<file path="config.mk">
export PLATFORM = sky130hd
export DESIGN_NAME = adc_frame_align_ctrl
export DESIGN_NICKNAME = d
export VERILOG_FILES = /design/src/rtl/adc_align_pkg.sv /design/src/rtl/adc_frame_align_ctrl.sv
export SDC_FILE = /design/constraint.sdc
export NUM_CORES = 1
export LEC_CHECK = 0
export ABC_CLOCK_PERIOD_IN_PS = 4200
export BUFFER_PORTS_ARGS = -buffer_cell sky130_fd_sc_hd__buf_2
export CORE_ASPECT_RATIO = 2
export CORE_MARGIN = 3
export CORE_UTILIZATION = 36
export DETAILED_ROUTE_END_ITERATION = 12
export HOLD_SLACK_MARGIN = 0.03
export PLACE_DENSITY = 0.56
export RECOVER_POWER = 25
export SYNTH_ARGS = -nofsm -noshare
export SYNTH_HDL_FRONTEND = slang
export SYNTH_SLANG_ARGS = --single-unit
</file>
<file path="constraint.sdc">
create_clock -name clk_div -period 4.2 [get_ports clk_div]
set_input_delay 1.26 -clock clk_div [delete_from_list [all_inputs] [get_ports clk_div]]
set_output_delay 1.26 -clock clk_div [all_outputs]
set_load 0.005 [all_outputs]
</file>
<file path="src/rtl/adc_align_pkg.sv">
// Shared types and constants for the ADC frame/bitslip alignment path.
// SLIP_CNT_W is also used by the lane ISERDES wrappers that consume the
// slip position.
package adc_align_pkg;

  localparam logic [7:0] DEFAULT_FRAME_PATTERN = 8'hF0;
  localparam int         SLIP_CNT_W            = 4;

  typedef enum logic [2:0] {
    ST_IDLE,
    ST_WAIT,
    ST_CHECK,
    ST_SLIP,
    ST_VERIFY,
    ST_LOCKED,
    ST_FAIL
  } align_state_t;

  // Slip position never wraps: it saturates at all-ones.
  function automatic logic [SLIP_CNT_W-1:0] slip_sat_inc(input logic [SLIP_CNT_W-1:0] v);
    return (&v) ? v : v + 1'b1;
  endfunction

endpackage

</file>
<file path="src/rtl/adc_frame_align_ctrl.sv">
// Frame alignment sequencer on the divided ADC clock. It compares the frame
// ISERDES word with FRAME_PATTERN and slips until the two match. Lock is
// declared after LOCK_COUNT consecutive matches, and lock is lost after
// LOSS_COUNT consecutive mismatches.
// Optional build macro: ADC_ALIGN_AUTO_RELOCK_EN. When it is defined, a
// loss of lock restarts alignment automatically. When it is not defined,
// a loss of lock parks the controller in FAIL.
module adc_frame_align_ctrl
  import adc_align_pkg::*;
#(
  parameter logic [7:0] FRAME_PATTERN = DEFAULT_FRAME_PATTERN,
  parameter int         WAIT_CYCLES   = 4,
  parameter int         LOCK_COUNT    = 16,
  parameter int         MAX_SLIPS     = 8,
  parameter int         LOSS_COUNT    = 4
) (
  input  logic                  clk_div,
  input  logic                  reset_n,
  input  logic                  ena,
  input  logic                  realign,
  input  logic [7:0]            frame_word,
  output logic                  bitslip,
  output logic [SLIP_CNT_W-1:0] bitslip_count,
  output logic                  locked,
  output logic                  data_valid,
  output logic                  align_err
);

  localparam int WAIT_W  = (WAIT_CYCLES > 1) ? $clog2(WAIT_CYCLES) : 1;
  localparam int MATCH_W = $clog2(LOCK_COUNT + 1);
  localparam int MISS_W  = $clog2(LOSS_COUNT + 1);

  localparam logic [WAIT_W-1:0]     WAIT_LAST  = WAIT_W'(WAIT_CYCLES - 1);
  localparam logic [MATCH_W-1:0]    LOCK_LAST  = MATCH_W'(LOCK_COUNT - 1);
  localparam logic [MISS_W-1:0]     MISS_LAST  = MISS_W'(LOSS_COUNT - 1);
  localparam logic [SLIP_CNT_W-1:0] SLIP_LIMIT = SLIP_CNT_W'(MAX_SLIPS);

  align_state_t           state, state_nx;
  logic [WAIT_W-1:0]      wait_cnt, wait_nx;
  logic [MATCH_W-1:0]     match_cnt, match_nx;
  logic [MISS_W-1:0]      miss_cnt, miss_nx;
  logic [SLIP_CNT_W-1:0]  slip_nx;
  logic                   bitslip_nx, locked_nx, err_nx;
  logic                   hit, at_max;

  assign hit    = (frame_word == FRAME_PATTERN);
  assign at_max = (bitslip_count == SLIP_LIMIT);

  // State, counters and all outputs are registered together, so each
  // output changes on the same edge as the state transition that causes it.
  always_ff @(posedge clk_div or negedge reset_n) begin
    if (!reset_n) begin
      state         <= ST_IDLE;
      wait_cnt      <= '0;
      match_cnt     <= '0;
      miss_cnt      <= '0;
      bitslip_count <= '0;
      bitslip       <= 1'b0;
      locked        <= 1'b0;
      data_valid    <= 1'b0;
      align_err     <= 1'b0;
    end else begin
      state         <= state_nx;
      wait_cnt      <= wait_nx;
      match_cnt     <= match_nx;
      miss_cnt      <= miss_nx;
      bitslip_count <= slip_nx;
      bitslip       <= bitslip_nx;
      locked        <= locked_nx;
      data_valid    <= locked_nx;
      align_err     <= err_nx;
    end
  end

  // Next-state, counter and output decode. ena low beats realign.
  always_comb begin
    state_nx   = state;
    wait_nx    = wait_cnt;
    match_nx   = match_cnt;
    miss_nx    = miss_cnt;
    slip_nx    = bitslip_count;
    bitslip_nx = 1'b0;
    locked_nx  = locked;
    err_nx     = align_err;

    if (state != ST_IDLE && !ena) begin
      state_nx  = ST_IDLE;
      wait_nx   = '0;
      match_nx  = '0;
      miss_nx   = '0;
      slip_nx   = '0;
      locked_nx = 1'b0;
      err_nx    = 1'b0;
    end else if (state != ST_IDLE && realign) begin
      state_nx  = ST_WAIT;
      wait_nx   = '0;
      match_nx  = '0;
      miss_nx   = '0;
      slip_nx   = '0;
      locked_nx = 1'b0;
      err_nx    = 1'b0;
    end else begin
      case (state)
        ST_IDLE: begin
          wait_nx   = '0;
          match_nx  = '0;
          miss_nx   = '0;
          slip_nx   = '0;
          locked_nx = 1'b0;
          err_nx    = 1'b0;
          if (ena) state_nx = ST_WAIT;
        end
        ST_WAIT: begin
          if (wait_cnt == WAIT_LAST) state_nx = ST_CHECK;
          else                       wait_nx  = wait_cnt + 1'b1;
        end
        ST_CHECK: begin
          if (hit) begin
            match_nx = MATCH_W'(1);
            miss_nx  = '0;
            // A lock count of one is already satisfied by this first match.
            if (LOCK_COUNT == 1) begin
              state_nx  = ST_LOCKED;
              locked_nx = 1'b1;
            end else begin
              state_nx = ST_VERIFY;
            end
          end else if (at_max) begin
            state_nx = ST_FAIL;
            err_nx   = 1'b1;
          end else begin
            state_nx   = ST_SLIP;
            bitslip_nx = 1'b1;
            slip_nx    = slip_sat_inc(bitslip_count);
          end
        end
        ST_SLIP: begin
          state_nx = ST_WAIT;
          wait_nx  = '0;
        end
        ST_VERIFY: begin
          if (hit) begin
            if (match_cnt == LOCK_LAST) begin
              state_nx  = ST_LOCKED;
              locked_nx = 1'b1;
              miss_nx   = '0;
            end else begin
              match_nx = match_cnt + 1'b1;
            end
          end else if (at_max) begin
            state_nx = ST_FAIL;
            err_nx   = 1'b1;
          end else begin
            state_nx   = ST_SLIP;
            bitslip_nx = 1'b1;
            slip_nx    = slip_sat_inc(bitslip_count);
          end
        end
        ST_LOCKED: begin
          if (hit) begin
            miss_nx = '0;
          end else if (miss_cnt == MISS_LAST) begin
            locked_nx = 1'b0;
`ifdef ADC_ALIGN_AUTO_RELOCK_EN
            state_nx = ST_WAIT;
            wait_nx  = '0;
            match_nx = '0;
            miss_nx  = '0;
            slip_nx  = '0;
`else
            state_nx = ST_FAIL;
            err_nx   = 1'b1;
`endif
          end else begin
            miss_nx = miss_cnt + 1'b1;
          end
        end
        ST_FAIL: begin
          err_nx = 1'b1;
        end
        default: state_nx = ST_IDLE;
      endcase
    end
  end

endmodule

</file>
==> results by group <==
Clock tree
  • CTS Root Buffer Type: clkbuf_8
  • Clk sink count: 20
  • Postcts setup bufs: 0
  • Hold-fix buffers, CTS: 0
  • Post-CTS sizing: 0
  • H-tree depth: 1
  • Clk_lat worst skew: 0.26 ns
  • Worst-path clk slew: 0.07 ns
  • CTS buffer count: 3
  • Clk buf depth: 2
  • CTS tree: yes

Global route
  • GRT Overall Usage: 0.1546
  • Initial antenna violation count: 0
  • Number of global-route vias before repair: 1277
  • First-pass GRT wire length: around 5600 um
  • Largest net degree at the start of global routing: 21
  • Total congestion overflow: 0

Floorplanning
  • Die height: 92.89 um
  • Core Footprint: approximately 3600 um^2
  • Die width: between 40 and 50 um
  • Rows: 31
  • Die area: 4592 um^2
  • Initial Util: 0.3767
  • IO Pins: 20

Logic synthesis
  • Yosys cell types: between 40 and 50
  • Yosys warns: 0
  • Number of synthesized flops with an enable pin: 0
  • Post-synthesis sequential area ratio: 0.3683
  • Flip-flop and latch count after synthesis: 20
  • Gate Count Post-Synth: 153
  • Post-synth top flop: dfrtp_1
  • Syn Area/Cell: roughly 8.9 um^2
  • Asr flop ratio synth: 1.000
  • Syn nets: 172
  • Mapped Area: about 1400 um^2

Routing
  • Routed via count: approximately 1.2k
  • DRC violations left: 0
  • 1st-iter DRT viols: 33
  • Total Wirelength: 3343 um
  • DRT Pass-1 Iters: 4
  • DR WL/cell: about 15 um
  • DRT antenna net count: 0
  • Via/cell ratio: 5.562

Placement
  • Placed cell area: about 1500 um^2
  • Routability Congestion: between 0.9 and 1
  • Placed Instances: ~210
  • I/O Buffers: 19
  • Detailed Place HPWL: 2588 um

Pwr
  • NetSw: 176.7 uW
  • Lkg Pwr: 0.0006778 uW
  • Comb pwr share: 0.265
  • Max IR drop VDD: roughly 190 uV
  • Pwr dens: 343.9 nW/um^2
  • Pwr Total: about 520 uW
  • Clock Power Share: 0.284
  • Internal: about 350 uW
  • Reg power frac: 0.451
  • Net Sw Frac: 0.3371

Timing
  • Slew HR: 0.2689
  • FMAX: approximately 0.38 GHz
  • Final Hold Fails: 0
  • Crit share post-route: 0.6271
  • # setup viols final: 0
  • Setup Skew: between 0.004 and 0.005 ns
  • Worst Tran Pin Value: between 1 and 1.5 ns
  • Final setup TNS: 0 ns
  • Unrepaired setup endpoints after global routing: false
  • Minimum clock period: ~2.6 ns
  • Final Max Slew Viols: 0

Outcome
  • Status: completed

Layout
  • Fin nets: between 150 and 200
  • FF+latch area: roughly 500 um^2
  • Share of cells above drive strength 1: 0.1786
  • Filler cells: roughly 380
  • Post-Layout Cell Count: about 220
  • Ant diodes: 0
  • Finished Cell Area: approximately 1500 um^2
  • Area Growth Syn to Fin: 12.15%
  • Area of the multi-input gates: between 700 and 800 um^2
  • Util after Layout: 0.4225

Setup path
  • Critical Path Max Stage Delay: ~0.34 ns
  • Critical path startpoint category: primary input
  • Crit Reg-Reg Startpoint: state[2]
  • Crit Path Max Fanout: 6
  • CP endpoint kind: flop
  • Worst-path cell chain: buf_2, nor4_2, nand2_1, a21boi_1, o21ai_1, mux2_1
  • Crit Path Category: primary input to flop
  • Arr. time, crit path: between 2 and 3 ns
  • Worst Setup SP: frame_word[1]
  • Worst path required time: 4.34 ns
  • Slowest-stage cell, CP: nor4_2

Hold path
  • Hold Path Origin: match_cnt[4]
  • Hold WC Path Type: flop to flop

Run
  • Max Cap Viol: 0
==> placed cells by master, fill, tap and decap left out, drive strengths merged, types with 2 or more instances in the layout <==
cell,n
dfrtp,20
buf,18
o21ai,14
inv,12
nand2,11
a21oi,10
nor2,7
ha,7
nor3,7
nand3,7
clkbuf,5
o22ai,4
nand2b,4
mux2,4
or3,3
a21o,3
a211oi,3
and2,2
mux2i,2
nor2b,2
a22o,2
a31oi,2
nor4,2
nor3b,2
==> cells in the mapped netlist (2+ instances only) <==
library cell  number  area, um^2
a31oi_1            2       12.51
o22ai_1            4       25.02
buf_2              3       15.01
nand2_1           11       41.29
nand3_1            6       30.03
a21o_1             3       22.52
nand2b_1           3       18.77
mux2i_1            2       20.02
clkbuf_1           3       11.26
mux2_1             3       33.78
o21ai_1            7       35.03
o21ai_0            6       30.03
ha_1               7       87.58
dfrtp_1           20       500.5
inv_1             12       45.04
or3_1              3       18.77
nor2b_1            2       12.51
nor2_1             7       26.28
a21oi_1           10       50.05
a22o_1             2       17.52
nor3_1             6       30.03
a211oi_1           3       22.52
and2_1             2       12.51
==> layer usage <==
layer / up-vias / GRT usage / part of all wire
met5: - / 0 / 0
met4: 0 / 0.09238 / 0.038
met2: 38 / 0.2892 / 0.56
met3: 14 / 0.02254 / 0.036
met1: 569 / 0.1554 / 0.37
li1: 586 / - / -
==> stage by stage <==
| step | hold WS, ns | worst slack (ns) |
|---|---|---|
| 5_1_grt | 0.5163 | 1.481 |
| 2_1_floorplan | 0.4561 | 1.601 |
| 3_5_place_dp | 0.4846 | 1.322 |
| 4_1_cts | 0.5025 | 1.590 |
| 3_3_place_gp | 0.4673 | 1.332 |
| 6_report | 0.5003 | 1.566 |
==> final cells by class <==
class	instances	area share
clock buffer	4	0.03612
inverter	12	0.02956
multi-input combinational	113	0.5041
sequential	20	0.3284
tap	49	0.04023
timing repair buffer	19	0.06158
==> flip-flops by register name, summed over array words and instances (netlist names) <==
signal and count:
state 3, wait_cnt 2, bitslip_count 4, data_valid 1, align_err 1, match_cnt 5
miss_cnt 3, bitslip 1
==> critical path: cells and delay by family <==
kind,cells,cell delay (ns)
and+or+nand+nor,2,0.57
muxes,1,0.34
AOI/OAI and AO/OA,2,0.50
buffers and inverters,1,0.11
==> power by group through the flow <==
| stage | sequential [uW] | combinational, uW | clock [uW] |
|---|---|---|---|
| 6_report | 236 | 139 | 149 |
| 5_1_grt | 241 | 157 | 160 |
| 4_1_cts | 235 | 140 | 154 |
| 3_5_place_dp | 239 | 139 | 0 |
| 3_3_place_gp | 238 | 136 | 0 |
| 2_1_floorplan | 220 | 121 | 0 |
==> kinds of logic after synthesis <==
logic type / after synthesis / share of synthesized area
adders and majority gates: 8 / 0.07182
xor gates and xnor gates: 1 / 0.006447
DFF: 20 / 0.3683
muxes: 6 / 0.04788
buffers and inverters: 20 / 0.06629
and+or+nand+nor: 52 / 0.2210
AOI/OAI and AO/OA: 46 / 0.2182
==> path summary, 6_finish.rpt <==
kind                                     to  slack (ns)  cells after the start
hold / removal                 match_cnt[4]        0.50                      1
hold reg to reg                match_cnt[4]        0.50                      1
setup / recovery               match_cnt[0]        1.57                      6
min in group asynchronous       miss_cnt[2]        1.18                      1
setup reg to reg               match_cnt[0]        2.00                      5
max in group asynchronous  bitslip_count[3]        2.36                      1
Power figures use the tool's default switching activity.
